### config.mk
export PLATFORM = sky130hd
export DESIGN_NAME = rs_latch_sequencer
export DESIGN_NICKNAME = d
export VERILOG_FILES = /design/src/rtl/rs_latch_sequencer_pkg.sv /design/src/rtl/rs_latch_sequencer_sync2.sv /design/src/rtl/rs_latch_sequencer.sv
export SDC_FILE = /design/constraint.sdc
export NUM_CORES = 1
export LEC_CHECK = 0
export ABC_AREA = 1
export CORE_MARGIN = 10
export CORE_UTILIZATION = 62
export CTS_BUF_LIST = sky130_fd_sc_hd__clkbuf_8
export DETAILED_ROUTE_END_ITERATION = 8
export PLACE_DENSITY_LB_ADDON = 0.2
export SLEW_MARGIN = 20
export SYNTH_ARGS = -nofsm -noshare
export SYNTH_HDL_FRONTEND = slang
export SYNTH_SLANG_ARGS = --single-unit
### constraint.sdc
create_clock -name clk -period 2.67 [get_ports clk]
set_input_delay 0.4005 -clock clk [delete_from_list [all_inputs] [get_ports clk]]
set_output_delay 0.4005 -clock clk [all_outputs]
set_load 0.005 [all_outputs]
### src/rtl/rs_latch_sequencer_pkg.sv
`default_nettype none
// rs_latch_sequencer_pkg: state and op encodings, counter width and the
// round-robin pick shared by the RS latch sequencer.
package rs_latch_sequencer_pkg;

  localparam int CNT_W = 8;

  typedef enum logic [1:0] {
    IDLE  = 2'd0,
    PULSE = 2'd1,
    CHECK = 2'd2,
    GAP   = 2'd3
  } state_t;

  typedef enum logic {
    RST = 1'b0,
    SET = 1'b1
  } op_t;

  // With both requesters active the one not served last wins; otherwise the
  // single active requester wins.
  function automatic logic rr_pick(input logic [1:0] req_v, input logic last_v);
    if (req_v == 2'b11) begin
      return ~last_v;
    end
    return req_v[1];
  endfunction

endpackage
`default_nettype wire

### src/rtl/rs_latch_sequencer_sync2.sv
`default_nettype none
// sync2: two-flop synchronizer for a single asynchronous bit, reset to 0.
module sync2 (
  input  logic clk,
  input  logic rst,
  input  logic d,
  output logic q
);

  logic meta;

  always_ff @(posedge clk or posedge rst) begin
    if (rst) begin
      meta <= 1'b0;
      q    <= 1'b0;
    end else begin
      meta <= d;
      q    <= meta;
    end
  end

endmodule
`default_nettype wire

### src/rtl/rs_latch_sequencer.sv
`default_nettype none
// rs_latch_sequencer: arbitrates two requesters onto an RS latch, pulses S or R,
// then confirms the synchronized latch outputs before acknowledging.
module rs_latch_sequencer
  import rs_latch_sequencer_pkg::*;
#(
  parameter int PULSE_W = 2,
  parameter int GAP_W   = 1,
  parameter int TIMEOUT = 8
) (
  input  logic       clk,
  input  logic       rst,
  input  logic [1:0] req,
  input  logic [1:0] op,
  input  logic       Q,
  input  logic       Q_L,
  output logic       S,
  output logic       R,
  output logic [1:0] ack,
  output logic       err,
  output logic       busy
);

  localparam logic [CNT_W-1:0] PULSE_LAST = CNT_W'(PULSE_W - 1);
  localparam logic [CNT_W-1:0] GAP_LAST   = CNT_W'(GAP_W - 1);
  localparam logic [CNT_W-1:0] CHECK_LAST = CNT_W'(TIMEOUT - 1);
  localparam logic [CNT_W-1:0] CNT_ONE    = CNT_W'(1);

  state_t           state, state_nxt;
  logic [CNT_W-1:0] cnt, cnt_nxt;
  op_t              tgt, tgt_nxt;
  logic             grant, grant_nxt;
  logic             last, last_nxt;
  logic             s_nxt, r_nxt, err_nxt, busy_nxt;
  logic [1:0]       ack_nxt;
  logic             qs, qls;
  logic             confirmed;
  logic             win;

  sync2 u_sync_q (
    .clk (clk),
    .rst (rst),
    .d   (Q),
    .q   (qs)
  );

  sync2 u_sync_ql (
    .clk (clk),
    .rst (rst),
    .d   (Q_L),
    .q   (qls)
  );

  // Requiring complementary outputs means qs == qls can never count as success.
  assign confirmed = (qs == logic'(tgt)) && (qls == ~logic'(tgt));
  assign win       = rr_pick(req, last);

  always_ff @(posedge clk or posedge rst) begin
    if (rst) begin
      state <= IDLE;
      cnt   <= '0;
      tgt   <= RST;
      grant <= 1'b0;
      last  <= 1'b1;
      S     <= 1'b0;
      R     <= 1'b0;
      ack   <= 2'b00;
      err   <= 1'b0;
      busy  <= 1'b0;
    end else begin
      state <= state_nxt;
      cnt   <= cnt_nxt;
      tgt   <= tgt_nxt;
      grant <= grant_nxt;
      last  <= last_nxt;
      S     <= s_nxt;
      R     <= r_nxt;
      ack   <= ack_nxt;
      err   <= err_nxt;
      busy  <= busy_nxt;
    end
  end

  always_comb begin
    state_nxt = state;
    cnt_nxt   = cnt;
    tgt_nxt   = tgt;
    grant_nxt = grant;
    last_nxt  = last;
    s_nxt     = 1'b0;
    r_nxt     = 1'b0;
    ack_nxt   = 2'b00;
    err_nxt   = 1'b0;

    case (state)
      IDLE: begin
        if (req != 2'b00) begin
          grant_nxt = win;
          last_nxt  = win;
          tgt_nxt   = op_t'(op[win]);
          s_nxt     = op[win];
          r_nxt     = ~op[win];
          cnt_nxt   = '0;
          state_nxt = PULSE;
        end
      end
      PULSE: begin
        // The drive registered on entry already counts as the first pulse cycle.
        if (cnt == PULSE_LAST) begin
          cnt_nxt   = '0;
          state_nxt = CHECK;
        end else begin
          cnt_nxt = cnt + CNT_ONE;
          s_nxt   = (tgt == SET);
          r_nxt   = (tgt == RST);
        end
      end
      CHECK: begin
        if (confirmed) begin
          ack_nxt[grant] = 1'b1;
          cnt_nxt        = '0;
          state_nxt      = GAP;
        end else if (cnt == CHECK_LAST) begin
          ack_nxt[grant] = 1'b1;
          err_nxt        = 1'b1;
          cnt_nxt        = '0;
          state_nxt      = GAP;
        end else begin
          cnt_nxt = cnt + CNT_ONE;
        end
      end
      GAP: begin
        if (cnt == GAP_LAST) begin
          cnt_nxt   = '0;
          state_nxt = IDLE;
        end else begin
          cnt_nxt = cnt + CNT_ONE;
        end
      end
      default: begin
        cnt_nxt   = '0;
        state_nxt = IDLE;
      end
    endcase

    busy_nxt = (state_nxt != IDLE);
  end

endmodule
`default_nettype wire
== Yosys cells after proc, flatten, opt, wreduce, memory -nomap -nowiden ==
Index checks and enable logic that the tools add are counted.

* Output and inout bits: 6
* Register bits after elaboration: 23
* Word-level logic and storage cells: 68
* Input port bits: 8

* Add/subtract/negate cells: 1
* Eq/ne operators: 9
* Reduce and logical (&&, ||, !) cells: 7
* Order comparisons: 3
* Bitwise operators: 3
* Mux-type cells: 31

{| class="wikitable"
|+ Operators by type and width
! cell !! count
|-
| $mux W8 || 5
|-
| $pmux W8 S4 || 1
|-
| $mux W2 || 8
|-
| $mux W1 || 13
|-
| $add A8 B1 Y8 const B || 1
|-
| $eq A8 B1 Y1 const B || 1
|-
| $eq A8 B3 Y1 const B || 1
|-
| $logic_not A8 Y1 || 1
|-
| $pmux W2 S4 || 1
|-
| $eq A2 B2 Y1 const B || 3
|-
| $lt A1 B2 Y1 const B || 2
|-
| $pmux W1 S2 || 2
|-
| $reduce_bool A2 Y1 || 2
|-
| $not A1 Y1 || 3
|-
| $eq A1 B1 Y1 || 2
|-
| $eq A2 B1 Y1 const B || 1
|-
| $logic_and A1 B1 Y1 || 2
|-
| $logic_not A2 Y1 || 1
|-
| $ne A2 B2 Y1 const B || 1
|-
| $reduce_and A2 Y1 || 1
|-
| $demux W1 S1 || 1
|-
| $ge A1 B1 Y1 const B || 1
|}

== Longest topological paths before layout ==
* Word-level depth: 8
* Gate-level depth with buffers: 9
* Gate-level depth less buffers: 9

== By module ==
Synthesis repeated with hierarchy kept, for this count alone.

* Cell total of the unflattened synthesis: 145
* Area total of the unflattened synthesis: 1171.1 µm²

{| class="wikitable"
|+ Modules (own cells, without submodules)
! module !! times used !! area each (µm²) !! cells an instance !! seq. area each (µm²)
|-
| rs_latch_sequencer || 1 || 1063.5 || 139 || 476.7
|-
| sync2 || 2 || 53.8 || 3 || 50.0
|}

== Worst setup path before layout ==
Ideal clock, no wire load.

* Kind: register -> register
* From: reg cnt[0]
* To: reg busy
* Path slack: 1338 ps
* Arrival time: 1204 ps
* Stages on the path, launching flop included: 10
* Path buffers: 0
* Library setup time: 128 ps
* Required time: 2542 ps
* Period minus slack after synthesis: 1332 ps
* Cell sequence: dfrtp_1 > ha_1 > nand2_2 > nor2_2 > nand3_2 > nand2_1 > nand2_1 > nand2_1 > nor2_1 > nand3_1

* Cells in the longest elaborated chain, start to end: 5
* Elaborated cells on any way between the ends: 9
* Those cells by class: 2 x eq/ne; 5 x mux; 2 x reduce/logical

{| class="wikitable"
|+ Ends and longest elaborated chain
! item !! line !! source
|-
| start: declaration || rs_latch_sequencer.sv:30 || <nowiki>logic [CNT_W-1:0] cnt, cnt_nxt;</nowiki>
|-
| start signal: assignment || rs_latch_sequencer.sv:72 || <nowiki>cnt <= cnt_nxt;</nowiki>
|-
| $eq A8 B3 Y1 || rs_latch_sequencer.sv:123 || <nowiki>end else if (cnt == CHECK_LAST) begin</nowiki>
|-
| $mux W2 || rs_latch_sequencer.sv:123 ||
|-
| $mux W2 || rs_latch_sequencer.sv:119 || <nowiki>if (confirmed) begin</nowiki>
|-
| $pmux W2 S4 (*) || rs_latch_sequencer.sv:95 || <nowiki>case (state)</nowiki>
|-
| $reduce_bool A2 Y1 (*) || rs_latch_sequencer.sv:146 || <nowiki>busy_nxt = (state_nxt != IDLE);</nowiki>
|-
| via busy_nxt || rs_latch_sequencer.sv:34 || <nowiki>logic s_nxt, r_nxt, err_nxt, busy_nxt;</nowiki>
|-
| end signal: assignment || rs_latch_sequencer.sv:80 || <nowiki>busy <= busy_nxt;</nowiki>
|-
| end: declaration || rs_latch_sequencer.sv:21 || <nowiki>output logic busy</nowiki>
|}

Mark *: on every way through the listed nets, which the timed path passes. The rest lies on a longest branch.
A chain may end at the register's enable or synchronous reset.

== Final worst setup path ==
Same ends and word-level chain as after synthesis.

==> impl_metrics.yaml <==
clocking:
  clk_transition_reported_paths_ns: 0.08
  worst_skew_pair.late_latency_ns: 0.27
  numCtsBuffers: 3
  clockRootBuffer: "sky130_fd_sc_hd__clkbuf_8"
  numClockSinks: 23
  clock_tree.buffer_depth: 2
  ctsHoldBuffers: 0
  cts_resized: 0
  cts-htree-levels: 1
  cts_tree: "yes"
  postCtsSetupBuffers: 0
synthesis:
  synth-async-reset-ratio_pct: 100.0
  seq_area_frac_synth_pct: 46.47
  netlist_area_sq_um: 1241
  synth_edf_count: 0
  synth_nets: 171
  fraction_of_the_mapped_netlist_area_in_compound_gates_pct: 4.335
  synth_top_area_share_pct: 44.35
  synth-seq-cells: 23
  synthesis.instances: 160
  yosysWarningCount: 0
  yosys.area_share.xor_xnor_pct: 1.411
  syn-mean-instance-area_sq_um: 7.757
  synth_top_family_by_area: "simple AND/OR/NAND/NOR gates"
  ys_dominant_reg_cell: "sky130_fd_sc_hd__dfrtp_1"
  post_synth_mux_area_share_pct: 0
  yosysUniqueCellTypes: 19
  cell_with_the_most_instances_after_synthesis: "sky130_fd_sc_hd__nand2_1"
  synth_top_cells_by_count: "43 x sky130_fd_sc_hd__nand2_1, 22 x sky130_fd_sc_hd__dfrtp_1, 20 x sky130_fd_sc_hd__inv_1"
  post_synth_main_area_contributors: "sky130_fd_sc_hd__dfrtp_1 44%, sky130_fd_sc_hd__nand2_1 13%, sky130_fd_sc_hd__inv_1 6.0%, sky130_fd_sc_hd__nand3_1 6.0%, sky130_fd_sc_hd__nor2_2 4.0%"
  post_synth_fa_ha_maj_area_fraction_pct: 3.024
  synth-simple-area-share_pct: 35.99
  synth_top_cell_by_area: "sky130_fd_sc_hd__dfrtp_1"
floorplan:
  core-area_sq_um: 1942
  die-width_um: 64.74
  initial_cell_density_of_the_core_pct: 63.92
  placementRows: 16
  floorplan.io_pins: 14
  design.die.area_sq_um: 4191
  vert_die_dim_um: 64.74
cells_and_area:
  footprint_of_the_multi_input_gates_sq_um: 555.5
  seq_area_sq_um: 576.8
  diodes: 0
  ratio_of_cells_with_drive_above_1_in_the_final_layout_pct: 17.51
  syn2layout_area_growth_pct: 17.14
  nets: 189
  num-fill-cells: 162
route:
  wl_per_cell_um: 12.81
  avgViaCountPerCell: 5.245
  drt-initial-drc-count: 62
  drt_pass1_iterations: 5
  detail_route.drc_violations: 0
  total_vias_in_the_final_route: 1070
  drt.antenna.violating_nets: 0
  route.final.wire_length_um: 2614
pwr:
  power.switching_uw: 538.8
  p_int_uw: 745.7
  clk_network_pwr_share_pct: 17.3
  netSwitchingFraction_pct: 41.95
  max-vdd-ir-drop_mv: 0.6141
  seq_power_share_pct: 39.9
  combinationalPowerShare_pct: 42.8
  finalPower_uw: 1284
  power_density_nw_per_um2: 883.5
  total_leakage_power_uw: 0.0007615
worst_setup_path:
  worstSetupEndpointType: "flop"
  crit_path_start: "cnt[0]"
  launching_point_of_the_worst_reg2reg_path: "cnt[0]"
  crit_type: "flop to flop"
  timing.critical_path.from_type: "flop"
  critical_path_endpoint: "busy"
  cp.arrival_ns: 1.69
  reg2reg_setup_slack_ns: 1.14
  crit_path_max_fanout: 5
  ff_to_ff_path_depth: 9
  cp_required_ns: 2.83
  rr_endpoint: "busy"
global_route:
  grt_pass1_vias: 1058
  grtUsageTotal_pct: 14.13
  grt_overflow_total: 0
  grt_first_pass_wirelength_um: 4767
  grt_start_max_net_pins: 24
  number_of_antenna_violations_at_the_first_check_in_global_routing: 0
run_status:
  outcome: "finished, final reports clean"
place:
  place.gp.congestion: 0.8846
  place.detailed.hpwl_um: 2000
  port_buffers: 13
job:
  drv_cap: 0
timing:
  worst-slew-pin-transition_ns: 0.8459
  timing.max_slew.rel_slack_pct: 43.54
  finalCriticalPeriod_ns: 1.534
  final_hold_viol_count: 0
  setup_viol_count_final: 0
  drv_slew: 0
  share_of_the_cycle_needed_by_the_critical_path_after_routing_pct: 57.46
  fmax_mhz: 651.8
  clock_skew_ns: 0.003061
  tns_ns: 0
  rsz0062_at_grt: "false"
hold_path:
  min_delay_path_depth: 0
  hold_path_class: "flop to flop"
==> layer usage <==
metal | GRT usage, % | share of wire, %
met1 | 16.29 | 41
met5 | 0 | 0
met4 | 6.952 | 1.6
met3 | 3.952 | 4.6
met2 | 23.52 | 52
==> critical path, cell delays in order, from the launching register on <==
cell and delay, ns:
sky130_fd_sc_hd__dfrtp_1 0.46, sky130_fd_sc_hd__ha_1 0.28, sky130_fd_sc_hd__nand2_2 0.09, sky130_fd_sc_hd__nor2_2 0.04
sky130_fd_sc_hd__nand3_2 0.12, sky130_fd_sc_hd__nand2_1 0.07, sky130_fd_sc_hd__nand2_1 0.12, sky130_fd_sc_hd__nand2_1 0.06
sky130_fd_sc_hd__nor2_1 0.12, sky130_fd_sc_hd__nand3_1 0.08
==> power groups by stage <==
stage,Sequential [uW],Combinational (uW),Clock (uW)
2_1_floorplan,507,393,0
3_3_place_gp,513,532,0
3_5_place_dp,516,549,0
4_1_cts,512,550,231
5_1_grt,524,633,251
6_report,512,550,223
==> cell type report <==
type	instances	share of cell area, %
clock inverter	1	0.5164
timing repair buffer	13	8.950
sequential	23	39.67
clock buffer	3	2.840
tap	27	2.324
inverter	29	7.487
multi-input combinational	108	38.21
==> placed cells by master (no fill, tap or decap), drive strengths merged <==
master,synthesis,layout
nand2,48,48
inv,29,29
dfrtp,22,22
nor2,19,19
nand3,18,18
clkdlybuf4s50,0,13
o21ai,8,8
nand4,7,7
ha,3,3
clkbuf,0,3
xor2,2,2
or2,1,1
o2111ai,1,1
a21oi,1,1
clkinvlp,0,1
dfstp,1,1
==> per-stage QoR <==
| stage | util [%] | instances | worst slack [ns] | instance area (sq um) | hold WS, ns |
|---|---|---|---|---|---|
| floorplan | - | 160 | 1.338 | 1241 | 0.3312 |
| global placement | 72.36 | 200 | 1.074 | 1405 | 0.3342 |
| detailed placement | 72.36 | 200 | 1.029 | 1405 | 0.3418 |
| CTS | 74.87 | 204 | 1.143 | 1454 | 0.3617 |
| global route | 74.87 | 204 | 1.029 | 1454 | 0.3662 |
| finish | 74.87 | 204 | 1.136 | 1454 | 0.3581 |
==> how the worst min path moves through the flow <==
stage	to	from	slack, ns
floorplan	u_sync_q.q	u_sync_q.meta	0.33
global placement	u_sync_q.q	u_sync_q.meta	0.33
detailed placement	u_sync_q.q	u_sync_q.meta	0.34
CTS	u_sync_q.q	u_sync_q.meta	0.36
global route	u_sync_q.q	u_sync_q.meta	0.37
finish	u_sync_ql.q	u_sync_ql.meta	0.36
==> state kept, by name, indices dropped and copies added (netlist names) <==
register,flops
S,1
last,1
u_sync_q.meta,1
grant,1
busy,1
u_sync_ql.meta,1
err,1
R,1
state,2
cnt,8
tgt,1
u_sync_q.q,1
u_sync_ql.q,1
ack,2
==> cells by family after synthesis <==
kind of cell,Yosys count
AOI/OAI and AO/OA,10
xor gates and xnor gates,2
adders and majority gates,3
buffers and inverters,29
DFF,23
and+or+nand+nor,93
Power figures use the tool's default switching activity.
==> variant: new RTL, same flow settings <==
Put one more register stage on the output `err`, with the module's reset. The value now appears one clock later. The other outputs are not delayed to match.
--- a/src/rtl/rs_latch_sequencer.sv
+++ b/src/rtl/rs_latch_sequencer.sv
@@ -27,2 +27,4 @@
   localparam logic [CNT_W-1:0] CNT_ONE    = CNT_W'(1);
+
+  logic err_s0;
 
@@ -67,3 +69,3 @@
       ack   <= 2'b00;
-      err   <= 1'b0;
+      err_s0 <= 1'b0;
       busy  <= 1'b0;
@@ -78,3 +80,3 @@
       ack   <= ack_nxt;
-      err   <= err_nxt;
+      err_s0 <= err_nxt;
       busy  <= busy_nxt;
@@ -148,2 +150,10 @@
 
+  always_ff @(posedge clk or posedge rst) begin
+    if (rst) begin
+      err <= '0;
+    end else begin
+      err <= err_s0;
+    end
+  end
+
 endmodule
Behaviour: no difference found for any inputs over 10 cycles, from zero or initial values and one cycle with rst high; that may be too few to reach the edited logic, so the function may still have changed.
==> variant against the original RTL <==
Count of clock-buffer cells in the layout unchanged; power increased by 5.1%; setup slack got worse by 0.017 ns; design area up 4.0%; wire length rose by 6.7%; sequential cell count is 1 higher; via count is 5.8% higher; synthesized area is 2.3% higher; largest cell class unchanged; highest routed layer unchanged.
==> variant: results (changes against the original RTL) <==
stage,metric,value,unit,change
global_routing,wire length of the first global-routing pass,4950,um,+3.8%
logic_synthesis,register area share after synthesis,47.4,%,+0.92 points
logic_synthesis,distinct cell type count of the synthesized netlist,20,,+1
global_routing,overall routing resource usage,14.5,%,+0.40 points
placement,pre-CTS worst setup slack,1.01,ns,-0.0211 ns
timing,Setup Skew,0.00253,ns,-0.000531 ns
route,vias after detailed routing,1132,,+5.8%
route,total wire length after detailed routing,2790,um,+6.7%
placement,placed wire-length estimate,2090,um,+4.4%
global_routing,pin count of the biggest net entering global routing,25,,+4.2%
timing,worst max-slew margin expressed relative to the limit,69.7,%,+26 points
global_routing,number of global-route vias before repair,1156,,+9.3%
route,detailed router's first-iteration violation count,61,,-1.6%
layout,Layout Cells excl Fill,202,,-0.98%
layout,area of all sequential standard cells,602,um2,+4.3%
layout,net count reported at finish,187,,-1.1%
logic_synthesis,biggest area contributors in the synthesized netlist,"sky130_fd_sc_hd__dfrtp_1 (45%), sky130_fd_sc_hd__nand2_1 (11%), sky130_fd_sc_hd__nand3_1 (7.9%)",,
logic_synthesis,Synth Area per Inst,8.09,um2,+4.3%
pwr,leakage power summed over all cells,0.734,nW,-3.6%
layout,layout cells sized above 1,12.0,%,-5.5 points
status,status,finished clean,,
route,metal2 WL,1390,um,+1.6%
route,met1 wire length,1210,um,+12%
placement,RePlAce Congestion,0.882,,-0.33%
pwr,worst vdd ir,0.628,mV,+2.2%
-- variant: cell types whose count changed after synthesis, sizes merged --
cell,unedited run,this run
dfrtp,22,23
o21bai,0,2
nand4,7,13
o211ai,0,1
nand2,48,40
nand3,18,22
o2111ai,1,0
nor3,0,1
inv,29,22
o21ai,8,6
-- variant: layout make-up --
cell class,instances,area share [%]
clock buffers,3,2.73
clock inverters,1,1.99
inverters,22,5.46
multi-input cells,111,38.7
flip-flops and latches,24,39.8
well taps,27,2.23
repair buffers,14,9.10
-- variant: power by group through the flow --
| stage | logic, mW | registers (mW) | clock network [mW] |
|---|---|---|---|
| floorplan | 0.348 | 0.513 | 0 |
| global placement | 0.491 | 0.518 | 0 |
| detailed placement | 0.509 | 0.524 | 0 |
| CTS | 0.513 | 0.516 | 0.320 |
| global route | 0.584 | 0.533 | 0.335 |
| finish | 0.514 | 0.517 | 0.319 |
-- variant: logic make-up (layout without fill, tap and decap cells) --
logic type	count (synthesis)	count (layout)	synth area share (%)
AO/OA/AOI/OAI	10	10	4.53
XOR/XNOR	2	2	1.38
adder cells (fa/ha/maj)	3	3	2.96
buffers and inverters	22	40	6.50
flip-flops	24	24	47.4
AND/OR/NAND/NOR	96	96	37.2
-- variant: worst max-delay path, stage by stage, from the launching register on --
cell	delay (ns)
sky130_fd_sc_hd__dfrtp_1	0.45
sky130_fd_sc_hd__ha_1	0.26
sky130_fd_sc_hd__nand2_2	0.12
sky130_fd_sc_hd__nor2_1	0.06
sky130_fd_sc_hd__nand3_2	0.12
sky130_fd_sc_hd__nand2_1	0.06
sky130_fd_sc_hd__nand2_1	0.11
sky130_fd_sc_hd__nand2_1	0.07
sky130_fd_sc_hd__nor2_2	0.09
sky130_fd_sc_hd__nand3_1	0.09
-- variant: layer usage --
| metal | global-route usage (%) | up-vias |
|---|---|---|
| met3 | 3.22 | 5 |
| li1 | - | 552 |
| met2 | 25.5 | 30 |
| met4 | 5.88 | 0 |
| met1 | 16.6 | 545 |
| met5 | 0 | - |
-- variant: path summary, 6_finish.rpt --
kind                                           from                    end  slack [ns]  cells after the start
max                              cnt[0]$_DFFE_PP0P_         busy$_DFF_PP0_        1.12                      9
min                        u_sync_ql.meta$_DFF_PP0_  u_sync_ql.q$_DFF_PP0_        0.35                      0
max reg2reg                      cnt[0]$_DFFE_PP0P_         busy$_DFF_PP0_        1.12                      9
min reg2reg                u_sync_ql.meta$_DFF_PP0_  u_sync_ql.q$_DFF_PP0_        0.35                      0
max in group asynchronous                       rst       last$_DFFE_PP1P_        1.92                      3
min in group asynchronous                       rst  u_sync_ql.q$_DFF_PP0_        0.46                      3
